==> config.mk <==
export PLATFORM = sky130hd
export DESIGN_NAME = multi_channel_temperature_calculator
export DESIGN_NICKNAME = d
export VERILOG_FILES = /design/src/rtl/multi_channel_temperature_calculator.sv
export SDC_FILE = /design/constraint.sdc
export NUM_CORES = 1
export LEC_CHECK = 0
export ABC_AREA = 1
export CAP_MARGIN = 15
export CORE_MARGIN = 4
export CORE_UTILIZATION = 53
export CTS_BUF_LIST = sky130_fd_sc_hd__clkbuf_4 sky130_fd_sc_hd__clkbuf_8
export CTS_CLUSTER_SIZE = 30
export DETAILED_ROUTE_END_ITERATION = 7
export PLACE_DENSITY = 0.8
export SLEW_MARGIN = 40
export SYNTH_ARGS = -nofsm -noshare
export SYNTH_HDL_FRONTEND = slang
export SYNTH_SLANG_ARGS = --single-unit
==> constraint.sdc <==
create_clock -name clk -period 1.94 [get_ports clk]
set_input_delay 0.388 -clock clk [delete_from_list [all_inputs] [get_ports clk]]
set_output_delay 0.388 -clock clk [all_outputs]
set_load 0.005 [all_outputs]
==> src/rtl/multi_channel_temperature_calculator.sv <==
// Per-channel temperature = base + coef * sensor, via a shared serial shift-add multiplier.
// Define TEMP_ALARM_EN to add the per-channel over-threshold alarm flags.
module multi_channel_temperature_calculator #(
  parameter int unsigned CHANNELS = 4,
  parameter int unsigned BASE_W   = 8,
  parameter int unsigned COEF_W   = 4,
  parameter int unsigned SENSOR_W = 4,
  parameter int unsigned OUT_W    = 8,
  localparam int unsigned CH_W    = (CHANNELS > 1) ? $clog2(CHANNELS) : 1
) (
  input  logic                clk,
  input  logic                rst,
  input  logic                in_valid,
  output logic                in_ready,
  input  logic [CH_W-1:0]     in_ch,
  input  logic [BASE_W-1:0]   in_base,
  input  logic [COEF_W-1:0]   in_coef,
  input  logic [SENSOR_W-1:0] in_sensor,
  output logic                out_valid,
  input  logic                out_ready,
  output logic [CH_W-1:0]     out_ch,
  output logic [OUT_W-1:0]    out_temp,
  output logic                out_sat,
  input  logic [CH_W-1:0]     rd_ch,
  output logic [OUT_W-1:0]    rd_temp
`ifdef TEMP_ALARM_EN
  ,
  input  logic [OUT_W-1:0]    alarm_thresh,
  output logic [CHANNELS-1:0] alarm
`endif
);

  localparam int unsigned PROD_W = COEF_W + SENSOR_W;
  localparam int unsigned SUM_W  = ((BASE_W > PROD_W) ? BASE_W : PROD_W) + 1;
  localparam int unsigned WIDE_W = (SUM_W > OUT_W) ? SUM_W : OUT_W;
  localparam int unsigned CNT_W  = (SENSOR_W > 1) ? $clog2(SENSOR_W) : 1;

  typedef enum logic [1:0] {StIdle, StMul, StSum, StOut} state_e;

  state_e state_q, state_d;

  logic [CH_W-1:0]     ch_q;
  logic [BASE_W-1:0]   base_q;
  logic [PROD_W-1:0]   mcand_q;
  logic [SENSOR_W-1:0] mplier_q;
  logic [PROD_W-1:0]   acc_q;
  logic [CNT_W-1:0]    cnt_q;
  logic [CH_W-1:0]     out_ch_q;
  logic [OUT_W-1:0]    out_temp_q;
  logic                out_sat_q;
  logic [OUT_W-1:0]    mem_q [CHANNELS];

  logic [SUM_W-1:0]    sum;
  logic [WIDE_W-1:0]   sum_wide;
  logic                sat;
  logic [OUT_W-1:0]    temp_sat;

  // State register
  always_ff @(posedge clk) begin
    if (rst) state_q <= StIdle;
    else     state_q <= state_d;
  end

  // Next-state logic
  always_comb begin
    state_d = state_q;
    case (state_q)
      StIdle:  if (in_valid) state_d = StMul;
      StMul:   if (cnt_q == CNT_W'(SENSOR_W - 1)) state_d = StSum;
      StSum:   state_d = StOut;
      StOut:   if (out_ready) state_d = StIdle;
      default: state_d = StIdle;
    endcase
  end

  // Handshake outputs
  always_comb begin
    in_ready  = (state_q == StIdle);
    out_valid = (state_q == StOut);
  end

  // Widen before clamping so the compare is correct for any OUT_W vs SUM_W.
  assign sum      = SUM_W'(base_q) + SUM_W'(acc_q);
  assign sum_wide = WIDE_W'(sum);
  assign sat      = sum_wide > WIDE_W'({OUT_W{1'b1}});
  assign temp_sat = sat ? {OUT_W{1'b1}} : sum_wide[OUT_W-1:0];

  always_ff @(posedge clk) begin
    if (rst) begin
      ch_q       <= '0;
      base_q     <= '0;
      mcand_q    <= '0;
      mplier_q   <= '0;
      acc_q      <= '0;
      cnt_q      <= '0;
      out_ch_q   <= '0;
      out_temp_q <= '0;
      out_sat_q  <= 1'b0;
    end else begin
      case (state_q)
        StIdle: begin
          if (in_valid) begin
            ch_q     <= in_ch;
            base_q   <= in_base;
            mcand_q  <= PROD_W'(in_coef);
            mplier_q <= in_sensor;
            acc_q    <= '0;
            cnt_q    <= '0;
          end
        end
        StMul: begin
          // LSB-first: mcand_q holds coef << i for multiplier bit i.
          if (mplier_q[0]) acc_q <= acc_q + mcand_q;
          mcand_q  <= mcand_q << 1;
          mplier_q <= mplier_q >> 1;
          cnt_q    <= cnt_q + 1'b1;
        end
        StSum: begin
          out_ch_q   <= ch_q;
          out_temp_q <= temp_sat;
          out_sat_q  <= sat;
        end
        default: ;
      endcase
    end
  end

  // Channel bank; an out-of-range ch_q matches no entry and writes nothing.
  always_ff @(posedge clk) begin
    for (int unsigned c = 0; c < CHANNELS; c++) begin
      if (rst) begin
        mem_q[c] <= '0;
      end else if (state_q == StSum && ch_q == CH_W'(c)) begin
        mem_q[c] <= temp_sat;
      end
    end
  end

  always_comb begin
    rd_temp = '0;
    for (int unsigned c = 0; c < CHANNELS; c++) begin
      if (rd_ch == CH_W'(c)) rd_temp = mem_q[c];
    end
  end

`ifdef TEMP_ALARM_EN
  logic [CHANNELS-1:0] alarm_q;

  // Re-evaluated only when its channel is written; threshold changes alone do nothing.
  always_ff @(posedge clk) begin
    for (int unsigned c = 0; c < CHANNELS; c++) begin
      if (rst) begin
        alarm_q[c] <= 1'b0;
      end else if (state_q == StSum && ch_q == CH_W'(c)) begin
        alarm_q[c] <= temp_sat > alarm_thresh;
      end
    end
  end

  assign alarm = alarm_q;
`endif

  assign out_ch   = out_ch_q;
  assign out_temp = out_temp_q;
  assign out_sat  = out_sat_q;

endmodule

After elaboration in Yosys (flattened, before gate mapping)
Memories as Yosys holds them, arrays and structs flattened.
Cells that the tools add are included.
{"block": "totals", "wordCells": 81, "ramBits": 32, "register_bits": 45, "n_memories": 1, "inputBits": 24}
{"block": "classes", "n_eq_ne": 14, "bitwise": 4, "order_cmp": 1, "reduce_logical": 12, "mux": 36, "n_addsub": 3}
{"memory": "mem_q", "depth": 4, "width": 8, "rd": 4, "rd_clocked_by_memory_dff": 0, "write_ports": 4, "line_no": "51", "text": "logic [OUT_W-1:0] mem_q [CHANNELS];"}
{"cell": "$mux W8", "count": 12}
{"cell": "$pmux W8 S2", "count": 2}
{"cell": "$eq A2 B2 Y1 const B", "count": 7}
{"cell": "$mux W1", "count": 14}
{"cell": "$add A8 B8 Y9", "count": 1}
{"cell": "$gt A9 B8 Y1 const B", "count": 1}
{"cell": "$add A8 B8 Y8", "count": 1}
{"cell": "$mux W2", "count": 4}
{"cell": "$pmux W2 S4", "count": 1}
{"cell": "$pmux W4 S2", "count": 1}
{"cell": "$eq A2 B1 Y1 const B", "count": 3}
{"cell": "$logic_not A2 Y1", "count": 3}
{"cell": "$ne A2 B2 Y1 const B", "count": 3}
{"cell": "$reduce_and A3 Y1", "count": 2}
{"cell": "$logic_and A1 B1 Y1", "count": 4}
{"cell": "$mux W4", "count": 1}
{"cell": "$or A1 B1 Y1", "count": 4}
{"cell": "$pmux W2 S2", "count": 1}
{"cell": "$reduce_and A2 Y1", "count": 2}
{"cell": "$add A2 B1 Y2 const B", "count": 1}
{"cell": "$ne A2 B1 Y1 const B", "count": 1}
{"cell": "$reduce_bool A2 Y1", "count": 1}

Logic depth before layout (Yosys ltp)
{"block": "logic_depth", "depth_word": 6, "mapped_depth": 10, "depth_no_buf": 10}

Worst setup path after synthesis
Ideal clock, no wire load.
{"block": "synth_path", "path_kind": "register to register", "startpoint": "register state_q[0]", "endpoint": "memory mem_q[2][0], enable pin", "path_buffers": 0, "t_arrival_ns": 1.533, "path_stages_with_launch": 7, "setup_time_ns": 0.384, "period_less_slack_ns": 1.917, "path_slack_ns": 0.023, "path_cell_list": "dfxtp_1 inv_1 ha_1 inv_1 nor2_1 inv_2 o21ai_0"}
{"element": "start: declaration", "line_no": "40", "text": "state_e state_q, state_d;"}
{"element": "start signal: assignment", "line_no": "60", "text": "if (rst) state_q <= StIdle;"}
{"element": "start signal: assignment", "line_no": "61", "text": "else state_q <= state_d;"}
{"element": "end: declaration", "line_no": "51"}

Worst setup path after layout
{"block": "layout_path", "startpoint": "register state_q[0]", "endpoint": "output in_ready"}
{"block": "layout_via", "elab_chain_cells": 1}
{"element": "$logic_not A2 Y1", "line_no": "78", "text": "in_ready = (state_q == StIdle);"}
{"element": "end: declaration", "line_no": "14", "text": "output logic in_ready,"}
Every way passes these cells.

==> summary.txt <==
Critical path
  • Worst setup EP type: output port
  • Startpoint Class: register
  • Worst EP required: 1.55 ns
  • Worst path max stage delay: 0.50 ns
  • CP Cell Sequence: inv_2 > ha_4 > clkdlybuf4s50_1
  • Crit Path Max Fanout: 5
  • Crit path DAT: 1.49 ns
  • CP max-delay cell: clkdlybuf4s50_1
  • Kind of critical path: reg2out

Timing
  • Slew Limit Fails: 0
  • Unrepaired setup endpoints after global routing: no
  • Setup violators final: 0
  • Max-slew headroom: 73.83%
  • Final Hold Fails: 0
  • Layout Skew: 0.01042 ns
  • Min Clock Period, post-route: 1.875 ns
  • Part of the cycle the worst path needs: 96.66%
  • Fmax achieved: 533.3 MHz
  • Least-Margin Pin Slew: 0.3911 ns

Hold path
  • Worst min-delay path category: reg2reg

Yosys
  • Syn Inst Count: 506
  • Area of the mapped netlist: 4070 sq um
  • Synth top area cells: edfxtp_1 24%, dfxtp_1 22%, nand2_1 12%, ha_1 6.1%, inv_1 6.1%
  • Post-synthesis sequential area ratio: 45.74%
  • Yosys cell types: 34
  • Synth area leader: edfxtp_1
  • Synth Warn #: 0
  • FF+latch count, synth: 77
  • Synth Flop Type: dfxtp_1
  • FFs w/ async S/R, synth: 0%
  • Area share of the largest cell type after synthesis: 23.61%
  • Most common library cells after synthesis: 125 x nand2_1, 66 x inv_1, 64 x nor2_1, 45 x dfxtp_1, 32 x edfxtp_1
  • Synthesized area per cell: 8.044 sq um
  • Number of synthesized flops with an enable pin: 32
  • Most common cell in the netlist: nand2_1
  • Syn Nets: 552

Layout
  • Area delta synth->final: 23.67%
  • Share of cells above drive strength 1: 14.71%
  • N_diodes: 0
  • Layout Nets: 619
  • Finished Cell Area: 5034 sq um

Run status
  • Outcome: finished, final reports clean

Floorplan
  • Rows: 31
  • DIE AREA: 9145 sq um
  • Core area: 7370 sq um
  • Starting Density: 55.23%
  • IO Count: 45
  • Die Ht: 95.63 um
  • Die extent in x: 95.63 um

Clocking
  • Hold Buf Count CTS: 0
  • Clock Latency Late Sink: 0.36 ns
  • CTS tree: done
  • Root Buffer: clkbuf_8
  • H-Tree Depth: 3
  • Clock Pin Slew Worst Setup and Hold Paths: 0.09 ns
  • Num Clock Sinks: 77
  • Cts bufs inserted: 9
  • Clock Tree Buf Depth: 2

Place
  • Routability congestion estimate: 0.9259
  • Post-DP Area: 4723 sq um
  • DP Wirelength: 6849 um
  • Number of port buffers: 44

Power
  • Overall power: 5.513 mW
  • Pwr/cell area: 1095 nW/um^2
  • VDD IR max: 817.5 uV
  • Leakage: 2.328 nW

Drt
  • DRT Pass-1 Iters: 5
  • Total vias in the final route: 3501
  • Drt via density: 5.171
  • DRT iter0 DRCs: 150
  • Post-DR wirelength/cell: 13.50 um
  • Drc violations: 0
  • Antenna Nets Post-Route: 0
  • Post-Route WL: 9139 um

GRT
  • Vias in the first global route: 3538
  • Number of antenna violations at the first check in global routing: 0
  • Pin count of the biggest net entering global routing: 25
  • All-Layer GR Usage: 22.24%
  • First-pass GRT wire length: 15820 um
  • Global-route congestion overflow total: 0

Flow run
  • Max Cap Viol: 0
logic make-up (layout without fill, tap and decap cells):
family                   Yosys count  count (layout)  synth area share, %
adder cells (fa/ha/maj)           22              22                7.132
XOR/XNOR                           4               4               0.8609
buffers and inverters             87             159                9.038
AND/OR/NAND/NOR                  240             240                25.18
AO/OA/AOI/OAI                     76              76                12.05
flip-flops                        77              77                45.74
per-stage QoR:
stage / setup TNS (ns) / cells / utilization [%] / hold slack, ns / worst slack (ns)
2_1_floorplan: 0 / 506 / - / 0.4346 / 0.02304
4_1_cts: -0.02062 / 677 / 68.18 / 0.4731 / -0.02062
3_5_place_dp: -3.175 / 657 / 64.09 / 0.4604 / -0.4284
5_1_grt: 0 / 677 / 68.30 / 0.4948 / 0.001722
6_report: 0 / 677 / 68.30 / 0.4714 / 0.06481
3_3_place_gp: -2.582 / 657 / 64.09 / 0.4448 / -0.3748
critical path: cells and delay by family (launching register included):
family	cells	cell delay, ns
adder cells (fa/ha/maj)	1	0.17
buffers and inverters	2	0.60
flip-flops	1	0.35
path summary, 6_finish.rpt:
path | end | from | cells past startpoint | slack [ns]
hold reg to reg | mplier_q[3]$_SDFFE_PP0P_ | mplier_q[3]$_SDFFE_PP0P_ | 2 | 0.47
setup reg to reg | mem_q[0][5]$_SDFFCE_PN0P_ | base_q[0]$_SDFFE_PP0P_ | 8 | 0.11
hold / removal | mplier_q[3]$_SDFFE_PP0P_ | mplier_q[3]$_SDFFE_PP0P_ | 2 | 0.47
setup / recovery | in_ready | state_q[0]$_SDFFE_PP0P_ | 3 | 0.06
placed cells by master (no fill, tap or decap), drive strengths merged, types with 4 or more instances in the layout:
master and n:
a21oi 32, a31oi 9, buf 29, clkbuf 10, clkdlybuf4s50 34, dfxtp 45
dlygate4sd2 8, edfxtp 32, ha 20, inv 73, nand2 128, nand3 31
nand4 8, nor2 65, nor3 4, o21ai 29, or2 4
repair_timing:
action                                  in CTS  in global routing
endpoints found under the setup margin      13                 35
gates resized for setup                     27                 11
pin swaps                                    3                  7
setup buffers                                4                  1
hold endpoints to repair                     0                  0
cell type report:
cell class / instances / area (sq um)
clock buffer: 10 / 137.6
clock inverter: 6 / 93.84
fill: 582 / 2336
inverter: 72 / 274.0
multi-input combinational: 342 / 1902
sequential: 77 / 1863
tap: 99 / 123.9
timing repair buffer: 71 / 639.4
report_power, final:
group | internal, mW | switching (mW)
logic | 0.791 | 1.14
registers | 1.99 | 0.206
clock network | 0.770 | 0.615
total | 3.55 | 1.96
sequential cells by signal, summed over array words and instances, names as in the netlist:
register,count
cnt_q,2
mcand_q,8
ch_q,2
mem_q,32
mplier_q,4
acc_q,8
out_temp,8
out_ch,2
base_q,8
out_sat,1
state_q,2
metal layers:
layer / part of all wire (%) / GRT usage (%) / vias to the layer above / routed length [um]
li1: - / - / 1778 / -
met1: 40 / 24.08 / 1617 / 3663
met2: 53 / 42.27 / 85 / 4829
met3: 4.9 / 3.157 / 21 / 452
met4: 2.1 / 9.953 / 0 / 194
met5: 0 / 0 / - / 0
Power figures use the tool's default switching activity.
==> RTL edit 1, RTL diff (same flow settings) <==
Change the parameter `SENSOR_W` from 4 to 16.
--- a/src/rtl/multi_channel_temperature_calculator.sv
+++ b/src/rtl/multi_channel_temperature_calculator.sv
@@ -6,3 +6,3 @@
   parameter int unsigned COEF_W   = 4,
-  parameter int unsigned SENSOR_W = 4,
+  parameter int unsigned SENSOR_W = 16,
   parameter int unsigned OUT_W    = 8,
Interface: changed (resized in_sensor); port bits go from 45 to 57. The function was not compared with the original's and may differ.
==> RTL edit 1 against the original RTL <==
The run now ends with negative setup slack left; worst setup slack worse by 720 ps; clock power is 64% higher; critical path depth grew 14; area after synthesis increased by 65%; power increased by 54%; design area grew 93%; register-to-register slack lost 760 ps; die area increased by 59%; wire length grew to 2.5 times the old value; sequential cell count is 38 higher; global-route usage increased by 6.1 points; sequential share of layout area shrank 9.8 points.
==> RTL edit 1: results (changes against the original RTL) <==
outcome: "finished, violations left"
violations: "negative setup slack"
portBuffers: 56  # +27%
synth_area_leaders: "dfxtp_1, nand2_1, edfxtp_1"
antenna_found_initial: 0  # unchanged
clk-insertion-delay-late_ps: 470  # +110 ps
nNetsFinal: 1213  # +96%
yosysSeqAreaShare: 0.3896  # -0.06783
final_layout_size_suffix_gt1_frac: 0.3131  # +0.1661
synth_fa_ha_area_frac: 0.06543  # -0.005891
grt_pass1_wl_um: 33260  # +110%
grt_max_degree: 41  # +64%
power.leakage_nw: 4.458  # +92%
synth_commonest_cells: "nand2_1, inv_1, dfxtp_1"
place_area_mm2: 0.008268  # +75%
synth_cell_types: 41  # +21%
fin_ws_ps: -651.3  # -716.1 ps
hpwl_um: 12940  # +89%
setup_viol: 58  # +58
numCtsBuffers: 17  # +8
drtIter0Drc: 911  # +510%
globalplace.congestion: 0.9698  # +4.7%
max_stage_delay_ps: 400  # -100 ps
dr.pass1.iters: 6  # +1
first_global_vias: 7157  # +100%
finClkSkew_ps: 18.71  # +8.283 ps
viasPerCell: 5.814  # +12%
globalRouteTotalUtil: 0.2838  # +0.06146
crit_slowest_cell: "dfxtp_1"
fillers: 744  # +28%
timing.slew.headroom: 0.4996  # -0.2387
yosysTopAreaCell: "dfxtp_1"
syn-num-nets: 1026  # +86%
htreeDepth: 4  # +1
routed_wl_um: 22940  # +150%
[RTL edit 1: changes by cell type after synthesis, moves of 22 or more]
cell and delta:
nand2_1 +141, a21oi_1 +47, dfxtp_1 +38, o21ai_0 +22, nand3_1 +29, inv_1 +54
[RTL edit 1: critical path: cells and delay by family, from the launching register on]
family,cells,cell delay [ps]
adder cells (fa/ha/maj),1,390
AND/OR/NAND/NOR,12,1190
buffers and inverters,4,380
flip-flops,1,400
[RTL edit 1: per-stage QoR]
stage	hold slack, ps	cells	setup TNS (ps)	setup slack (ps)
after floorplan	441.3	956	-12020	-365.0
after global placement	455.3	1262	-22660	-488.2
after detailed placement	465.1	1262	-26700	-594.1
after CTS	466.2	1313	-19820	-501.6
after global routing	487.1	1324	-35480	-777.9
final	471.3	1324	-28860	-651.3
[RTL edit 1: what timing repair did]
| item | CTS | global route |
|---|---|---|
| endpoints found under the setup margin | 66 | 66 |
| gates resized for setup | 119 | 94 |
| pin swaps | 31 | 29 |
| gates cloned | 3 | 0 |
| setup buffers | 17 | 13 |
[RTL edit 1: logic make-up after synthesis]
| family | after synthesis |
|---|---|
| DFF | 115 |
| xor gates and xnor gates | 8 |
| AOI/OAI and AO/OA | 171 |
| adders and majority gates | 34 |
| buffers and inverters | 158 |
| and+or+nand+nor | 470 |
[RTL edit 1: worst paths after layout]
path          startpoint     endpoint  slack (ps)  depth (start not counted)
max             acc_q[1]  mem_q[3][6]        -650                         17
min          mplier_q[5]  mplier_q[4]         470                          2
max reg2reg     acc_q[1]  mem_q[3][6]        -650                         17
min reg2reg  mplier_q[5]  mplier_q[4]         470                          2
[RTL edit 1: cell type report]
| type | count | area (um^2) | share of cell area |
|---|---|---|---|
| well taps | 168 | 210.2 | 0.02163 |
| clock inverters | 12 | 133.9 | 0.01377 |
| multi-input cells | 686 | 4320 | 0.4445 |
| clock buffers | 20 | 256.5 | 0.02639 |
| repair buffers | 194 | 1667 | 0.1715 |
| flip-flops and latches | 115 | 2643 | 0.2719 |
| inverters | 129 | 489.2 | 0.05033 |
[RTL edit 1: where the power goes]
group	switching [mW]	total, mW	internal (mW)
logic	1.78	3.08	1.29
registers	0.250	3.12	2.87
clock network	1.08	2.26	1.19
total	3.11	8.46	5.35
[RTL edit 1: layer usage]
metal | wire, um | vias to the layer above | global-route usage
met3 | 1891 | 151 | 0.06314
met4 | 1313 | 0 | 0.1261
met1 | 8602 | 3558 | 0.3340
met5 | 0 | - | 0
li1 | - | 3524 | -
met2 | 11130 | 465 | 0.4942
==> RTL edit 2, RTL diff (same settings) <==
Made on the original files. Re-encode `state_e` (4 states) as one-hot, 4 bits wide.
--- a/src/rtl/multi_channel_temperature_calculator.sv
+++ b/src/rtl/multi_channel_temperature_calculator.sv
@@ -37,3 +37,3 @@
 
-  typedef enum logic [1:0] {StIdle, StMul, StSum, StOut} state_e;
+  typedef enum logic [3:0] {StIdle = 4'b0001, StMul = 4'b0010, StSum = 4'b0100, StOut = 4'b1000} state_e;
 
Function: same outputs for any inputs over 10 cycles, from zero or initial values and one cycle with rst high; not proved beyond that.
==> RTL edit 2 against the original RTL <==
Utilization increased by 1.1 points; non-clock buffer count rose by 9; critical path type unchanged; sequential cell count up 2; wire length down 0.82%; final cell count increased by 3.0%; worst setup slack lost 21 ps; design area grew 0.57%; area after synthesis fell by 1.5%; register-to-register slack worse by 30 ps; global-route usage decreased by 0.69 points.
Power is not compared: it rests on default switching activity, and its combinational part moved more than twofold at a synthesized area within 25%.
==> RTL edit 2: results (changes against the original RTL) <==
seq_share: 0.3762  # +0.006052
final_cells: 697  # +3.0%
rr_worst_depth: 9  # +1
min_path_type: "flip-flop to flip-flop"
outcome: "finished clean"
gr-usage-met3: 0.02629  # -0.005276
cts_setup_buffers: 6  # +2
multi_input_area_mm2: 0.001805  # -5.1%
rrSetupSlack_ps: 80  # -30 ps
antenna_found_initial: 0  # unchanged
globalplace.congestion: 0.8843  # -4.5%
place_area_mm2: 0.004716  # -0.16%
routed-wl-met3_um: 281  # -38%
grt_use_met1: 0.2365  # -0.004276
max_freq_ghz: 0.5272  # -1.1%
inv_count: 81  # +13%
crit_start: "state_q[2]"
timing.slew.headroom: 0.7563  # +0.01802
m1WireLength_um: 3671  # +0.22%
design_area_mm2: 0.005062  # +0.57%
grt_use_met2: 0.4028  # -0.01988
hpwl_um: 6777  # -1.1%
synth_area_leaders: "edfxtp_1, dfxtp_1, nand2_1"
regMostFlops: "mem_q"
first_global_vias: 3476  # -1.8%
globalRouteTotalUtil: 0.2154  # -0.006942
cp_max_fo: 3  # -2
fillers: 585  # +0.52%
finClkSkew_ps: 9.047  # -1.376 ps
route.top_layer_used: "met4"
cts_resized: 27  # unchanged
core_area_mm2: 0.007292  # -1.1%
nNetsFinal: 635  # +2.6%
signal_buffers: 80  # +13%
synth_commonest_cells: "nand2_1, inv_1, nor2_1"
yosysSeqAreaShare: 0.4746  # +0.01713
wl_met2_um: 4808  # -0.43%
syn_inst: 518  # +2.4%
syn-num-nets: 560  # +1.4%
place_inst: 675  # +2.7%
viasPerCell: 5.080  # -1.8%
crit_slowest_cell: "clkdlybuf4s50_1"
fin_hold_ws_ps: 468.2  # -3.209 ps
dr.pass1.iters: 4  # -1
clkCellAreaFrac: 0.04350  # -0.002486
grt_pass1_wl_um: 15260  # -3.6%
routed_wl_um: 9064  # -0.82%
final_layout_size_suffix_gt1_frac: 0.1522  # +0.005115
rr_endpoint: "mem_q[2][1]"
grt_max_degree: 29  # +16%
cp.arrival_ps: 1510  # +20 ps
dp_slack_ps: -401.6  # +26.76 ps
buffer_area_frac: 0.1391  # +0.01213
cts_sinks: 79  # +2.6%
synth_cell_types: 28  # -18%
drtIter0Drc: 118  # -21%
[RTL edit 2: worst min path at each step]
| stage | endpoint | start | cells past startpoint |
|---|---|---|---|
| 2_1_floorplan | mplier_q[3] | mplier_q[3] | 2 |
| 3_3_place_gp | mplier_q[3] | mplier_q[3] | 2 |
| 3_5_place_dp | mplier_q[3] | mplier_q[3] | 2 |
| 4_1_cts | mplier_q[3] | mplier_q[3] | 2 |
| 5_1_grt | mplier_q[3] | mplier_q[3] | 2 |
| 6_report | mplier_q[3] | mplier_q[3] | 2 |
[RTL edit 2: cell families (layout without fill, tap and decap cells)]
| logic type | Yosys count | after routing | share of synthesized area |
|---|---|---|---|
| compound gates | 74 | 74 | 0.1008 |
| xor+xnor | 6 | 6 | 0.01311 |
| fa+ha+maj | 18 | 18 | 0.05994 |
| buf+inv | 97 | 177 | 0.09616 |
| flops | 79 | 79 | 0.4746 |
| simple gates | 244 | 244 | 0.2554 |
